`src/rtl/hilo_muldiv.sv`:
```
// Multi-cycle signed multiply/divide feeding the HI/LO register pair.
// Optional unsigned mode: define HILO_MULDIV_UNSIGNED_EN to add op_unsigned.
module hilo_muldiv #(
  parameter int DATA_WIDTH = 32
) (
  input  logic                  clock,
  input  logic                  clear,
  input  logic                  start,
  input  logic                  op,
`ifdef HILO_MULDIV_UNSIGNED_EN
  input  logic                  op_unsigned,
`endif
  input  logic [DATA_WIDTH-1:0] operand_a,
  input  logic [DATA_WIDTH-1:0] operand_b,
  output logic                  busy,
  output logic                  done,
  output logic                  div_by_zero,
  output logic                  HIin,
  output logic                  LOin,
  output logic [DATA_WIDTH-1:0] result_hi,
  output logic [DATA_WIDTH-1:0] result_lo
);

  localparam int W  = DATA_WIDTH;
  localparam int CW = $clog2(W + 1);

  typedef enum logic [2:0] {
    IDLE, MUL, DIV, FIX, DONE
  } state_t;

  state_t state, next;

  logic          uns_in;
  logic          uns_r;
  logic          sa;
  logic          b_top;
  logic          dbz;
  logic [CW-1:0] cnt;
  logic [W-1:0]  a_lat;
  logic [W:0]    m;
  logic [W:0]    a_reg;
  logic [W-1:0]  q_reg;
  logic          q_m1;
  logic [W+1:0]  r_reg;
  logic [W-1:0]  d;

`ifdef HILO_MULDIV_UNSIGNED_EN
  assign uns_in = op_unsigned;
`else
  assign uns_in = 1'b0;
`endif

  logic [W-1:0] mag_a, mag_b;

  always_comb begin
    mag_a = operand_a;
    mag_b = operand_b;
    if (!uns_in && operand_a[W-1]) mag_a = -operand_a;
    if (!uns_in && operand_b[W-1]) mag_b = -operand_b;
  end

  logic [W:0] booth_sum;

  always_comb begin
    booth_sum = a_reg;
    unique case ({q_reg[0], q_m1})
      2'b01:   booth_sum = a_reg + m;
      2'b10:   booth_sum = a_reg - m;
      default: booth_sum = a_reg;
    endcase
  end

  logic [W+1:0] r_sh, r_new;

  always_comb begin
    r_sh  = {r_reg[W:0], q_reg[W-1]};
    r_new = r_reg[W+1] ? r_sh + {2'b00, d}
                       : r_sh - {2'b00, d};
  end

  // Remainder fits W bits once corrected, so low bits suffice
  logic [W-1:0] rem;
  logic         neg_q;
  logic [W-1:0] mul_hi;

  always_comb begin
    rem    = r_reg[W+1] ? r_reg[W-1:0] + d : r_reg[W-1:0];
    neg_q  = sa ^ (b_top & ~uns_r);
    mul_hi = a_reg[W-1:0] + ({W{uns_r & b_top}} & m[W-1:0]);
  end

  always_comb begin
    next = state;
    unique case (state)
      IDLE: begin
        if (start) begin
          if (!op)                 next = MUL;
          else if (operand_b == 0) next = FIX;
          else                     next = DIV;
        end
      end
      MUL:     if (cnt == 0) next = DONE;
      DIV:     if (cnt == 0) next = FIX;
      FIX:     next = DONE;
      DONE:    next = IDLE;
      default: next = IDLE;
    endcase
  end

  always_ff @(posedge clock or negedge clear) begin
    if (!clear) state <= IDLE;
    else        state <= next;
  end

  always_ff @(posedge clock or negedge clear) begin
    if (!clear) begin
      uns_r     <= 1'b0;
      sa        <= 1'b0;
      b_top     <= 1'b0;
      dbz       <= 1'b0;
      cnt       <= '0;
      a_lat     <= '0;
      m         <= '0;
      a_reg     <= '0;
      q_reg     <= '0;
      q_m1      <= 1'b0;
      r_reg     <= '0;
      d         <= '0;
      result_hi <= '0;
      result_lo <= '0;
    end else begin
      unique case (state)
        IDLE: begin
          if (start) begin
            uns_r <= uns_in;
            sa    <= ~uns_in & operand_a[W-1];
            b_top <= operand_b[W-1];
            dbz   <= 1'b0;
            cnt   <= CW'(W);
            a_lat <= operand_a;
            a_reg <= '0;
            q_m1  <= 1'b0;
            r_reg <= '0;
            m     <= {~uns_in & operand_a[W-1], operand_a};
            d     <= mag_b;
            q_reg <= op ? mag_a : operand_b;
          end
        end
        MUL: begin
          if (cnt != 0) begin
            a_reg <= {booth_sum[W], booth_sum[W:1]};
            q_reg <= {booth_sum[0], q_reg[W-1:1]};
            q_m1  <= q_reg[0];
            cnt   <= cnt - 1'b1;
          end else begin
            // Unsigned multiplier with msb set was consumed as negative
            result_hi <= mul_hi;
            result_lo <= q_reg;
          end
        end
        DIV: begin
          if (cnt != 0) begin
            r_reg <= r_new;
            q_reg <= {q_reg[W-2:0], ~r_new[W+1]};
            cnt   <= cnt - 1'b1;
          end
        end
        FIX: begin
          if (d == 0) begin
            dbz       <= 1'b1;
            result_hi <= a_lat;
            result_lo <= '1;
          end else begin
            result_hi <= sa ? -rem : rem;
            result_lo <= neg_q ? -q_reg : q_reg;
          end
        end
        default: ;
      endcase
    end
  end

  assign busy        = (state != IDLE);
  assign done        = (state == DONE);
  assign HIin        = done;
  assign LOin        = done;
  assign div_by_zero = done & dbz;

endmodule

```
`config.mk`:
```
export PLATFORM = sky130hd
export DESIGN_NAME = hilo_muldiv
export DESIGN_NICKNAME = d
export VERILOG_FILES = /design/src/rtl/hilo_muldiv.sv
export SDC_FILE = /design/constraint.sdc
export NUM_CORES = 1
export LEC_CHECK = 0
export CORE_ASPECT_RATIO = 1.1
export CORE_MARGIN = 8
export CORE_UTILIZATION = 55
export CTS_CLUSTER_SIZE = 16
export DETAILED_ROUTE_END_ITERATION = 6
export HOLD_SLACK_MARGIN = 0.12
export PLACE_DENSITY_LB_ADDON = 0.12
export SLEW_MARGIN = 20
export SYNTH_ARGS = -nofsm -noshare
export SYNTH_HDL_FRONTEND = slang
export SYNTH_SLANG_ARGS = --single-unit
```
`constraint.sdc`:
```
create_clock -name clock -period 5.46 [get_ports clock]
set_clock_uncertainty 0.1 [all_clocks]
set_input_delay 1.092 -clock clock [delete_from_list [all_inputs] [get_ports clock]]
set_output_delay 1.092 -clock clock [all_outputs]
set_load 0.02 [all_outputs]
```
==> summary.md <==
| Metric | Value |
|---|---|
| Status | `complete, but fails checks` |
| Failing checks | `design-rule violations` |
| Layout cells sized above 1 | `4.65%` |
| CTS Hold Bufs | `0` |
| Area Overhead vs Synth | `14.0%` |
| Multiplexer share of the synthesized area | `1.63%` |
| WL/cell | `21.9 um` |
| Post-Syn Area | `19,500 um2` |
| Fin crit period | `5.02 ns` |
| Post-Synth Simple-Gate Area | `20.2%` |
| RSZ-0062 raised after global routing | `false` |
| Post-synth top area cell | `dfrtp_1` |
| Metal2 WL | `30,200 um` |
| Initial drt markers | `1,791` |
| Yosys warnings | `0` |
| Total die area | `41,800 um2` |
| R2R Path Start | `m[0]$_DFFE_PN0P_` |
| Clk Latency, worst-skew pair | `0.60 ns` |
| CTS tree | `built` |
| Syn_area_per_cell | `7.93 um2` |
| Ys async rst share | `100%` |
| Initial DRT Pass Iterations | `7` |
| RR Endpoint | `a_reg[30]$_DFFE_PN0P_` |
| Gr ovfl total | `0` |
| Routed Antenna Nets | `0` |
| CP Data Arrival Time | `5.45 ns` |
| Max Slew Vio Count | `0` |
| Gr usage total | `30.6%` |
| Top cell type's share of synthesized area | `30.5%` |
| Highest Signal Layer | `met5` |
| Nets | `2,689` |
| Initial Utilization | `55.6%` |
| Placer congestion estimate | `0.971` |
| Antenna violations before repair | `1` |
| Sw frac | `50.3%` |
| Row count | `72` |
| Hold EP | `dbz$_DFFE_PN0P_` |
| FMAX | `199 MHz` |
| P_leak | `9.64 nW` |
| Synth Register Bits | `238` |
| P_int | `7.99 mW` |
| Power share of the clock group | `13.3%` |
| Critical path launch point type | `flip-flop` |
| Period utilisation layout | `91.9%` |
| Pwr dens | `722 nW/um2` |
| Top Ports | `137` |
| Min-Delay Path Class | `flip-flop to flip-flop` |
| Worst slew pin tran | `1.12 ns` |
| Final setup TNS | `0 ns` |
| Post-synthesis compound-gate area fraction | `25.6%` |
| Post-Synth Adder-Cell Area | `7.03%` |
| Total number of vias | `19,000` |
| Final WL | `65,300 um` |
| Slew HR | `25.1%` |
| Yosys cell types | `85` |
| Clock Path Buffers | `3` |
| CTS resizes | `0` |
| Core footprint | `35,100 um2` |
| Clock transition at path regs | `0.07 ns` |
| Post-Syn Nets | `2,640` |
| M1 WL | `28,200 um` |
| Non-Filler Instances | `2,979` |
| IO Port Bufs | `136` |
| Largest family of logic cells by synthesized area | `compound AO/OA/AOI/OAI gates` |
| Post-Syn Instances | `2,464` |
| HP Start | `dbz$_DFFE_PN0P_` |
| Hold Crit Depth | `2` |
| Critical path fanouts, max | `6` |
| XOR/XNOR Fraction of Synth Area | `11.2%` |
| Number of global-route vias before repair | `18,400` |
| Postcts setup bufs | `0` |
| Final hold vios | `0` |
| Synth Flop Type | `dfrtp_1` |
| Combinational share of power | `63.4%` |
| Largest net degree at the start of global routing | `102` |
| WP data required | `5.89 ns` |
| Vias/cell | `6.39` |
| DP Worst Slack | `0.522 ns` |
| Register-to-register path setup slack | `0.44 ns` |
| Worst setup EP type | `flip-flop` |
| DRC viols | `1` |
| H-tree depth | `1` |
| Top post-synthesis cells by area | `dfrtp_1 30%, ha_1 6.7%, nand2_1 6.1%` |
| Post-synth EDFFs | `0` |
| Sink Count | `238` |
| Net Switching | `8.08 mW` |
| Seq/Total Area, Yosys | `30.5%` |
| Setup ws final | `0.445 ns` |
| Final Instance Area | `22,300 um2` |
| Depth of the worst register-to-register path | `21` |
| Max IR drop VDD | `0.427 mV` |
| # setup viols final | `0` |
| Met3 wire len | `4820 um` |
| Placed cells | `2,927` |
| First-pass GRT wire length | `103,000 um` |
| Die Wd | `196 um` |
| Max capacitance violation total | `0` |
| Die height | `214 um` |
| Post-detail-place hpwl | `49,000 um` |
| Reg power frac | `23.2%` |
| N_diodes | `0` |
| DP Area | `21,200 um2` |
| Max FFs per register | `34` |
| Crit Path Category | `flip-flop to flip-flop` |
| CTS Buf Count | `28` |
| CTS Root Cell | `clkbuf_16` |
==> power groups by stage <==
stage / Combinational [mW] / Sequential (mW) / Clock (mW)
global route: 11.3 / 3.82 / 2.23
finish: 10.2 / 3.73 / 2.14
global placement: 9.81 / 3.70 / 0
floorplan: 7.43 / 3.43 / 0
CTS: 10.1 / 3.70 / 2.16
detailed placement: 10.0 / 3.72 / 0
==> synthesized netlist by cell type (22+ instances only) <==
library cell,n
a211oi_1,49
a21o_1,46
a21oi_1,201
a221oi_1,32
a22o_1,24
a31oi_1,38
and3_1,23
clkbuf_1,125
dfrtp_1,238
ha_1,105
inv_1,52
mux2i_1,25
nand2_1,320
nand2b_1,27
nand3_1,74
nor2_1,236
nor2b_1,22
nor3_1,45
nor4_1,24
o211ai_1,36
o21ai_0,194
o31ai_1,49
xnor2_1,119
xor2_1,128
==> layer usage <==
layer	track usage, %	vias up
met5	0	-
li1	-	9017
met1	41.0	9166
met2	50.6	727
met3	4.30	118
met4	10.4	2
==> worst max-delay path by stage <==
stage | startpoint | endpoint | slack, ns | cells past startpoint
after global routing | d[1]$_DFFE_PN0P_ | r_reg[26]$_DFFE_PN0P_ | 0.003 | 15
after floorplan | r_reg[33]$_DFFE_PN0P_ | r_reg[21]$_DFFE_PN0P_ | 0.01 | 21
final | m[0]$_DFFE_PN0P_ | a_reg[30]$_DFFE_PN0P_ | 0.44 | 21
after global placement | d[3]$_DFFE_PN0P_ | r_reg[33]$_DFFE_PN0P_ | 0.58 | 16
after detailed placement | d[2]$_DFFE_PN0P_ | r_reg[33]$_DFFE_PN0P_ | 0.52 | 16
after CTS | d[2]$_DFFE_PN0P_ | r_reg[33]$_DFFE_PN0P_ | 0.50 | 16
==> cells in the final DEF (no fill, tap or decap), types with 52 or more instances in the layout <==
cell	n
nor2_1	234
nand2_1	318
nand3_1	73
clkdlybuf4s50_1	134
dfrtp_1	237
o21ai_0	194
xnor2_1	119
inv_1	52
xor2_1	128
ha_1	104
a21oi_1	201
==> cell type report <==
| type | instances | area (um2) |
|---|---|---|
| Fill cell | 3111 | 12900 |
| Clock inverter | 15 | 253 |
| Timing Repair Buffer | 163 | 1600 |
| Sequential cell | 238 | 5960 |
| Tap cell | 444 | 556 |
| Multi-Input combinational cell | 2029 | 12900 |
| Inverter | 53 | 199 |
| Clock buffer | 37 | 815 |
==> logic make-up after synthesis <==
family	count (synthesis)
buffers and inverters	197
AND/OR/NAND/NOR	864
XOR/XNOR	248
adder cells (fa/ha/maj)	108
AO/OA/AOI/OAI	778
flip-flops	238
multiplexers	31
==> worst max-delay path, stage by stage, from the launching register on <==
cell	delay, ns
dfrtp_1	0.45
inv_1	0.09
ha_1	0.15
nor3b_1	0.35
and2_1	0.27
nor3b_1	0.51
nand2_1	0.20
nor4_1	0.22
buf_4	0.19
nor2_1	0.05
xnor2_1	0.20
ha_1	0.32
a21o_1	0.20
a21o_1	0.17
a21oi_1	0.19
o31ai_1	0.10
a21oi_1	0.31
o21ai_0	0.23
a31oi_1	0.27
xnor2_1	0.14
mux2i_1	0.08
a21oi_1	0.16
==> per-stage QoR <==
step                      hold WS (ns)  power (mW)  utilization (%)
final                            0.376        16.1             63.4
after global routing             0.414        17.3             63.4
after CTS                        0.379        16.0             63.3
after detailed placement         0.363        13.7             60.3
after global placement           0.358        13.5             60.2
after floorplan                  0.339        10.9                -
Power figures use the tool's default switching activity.
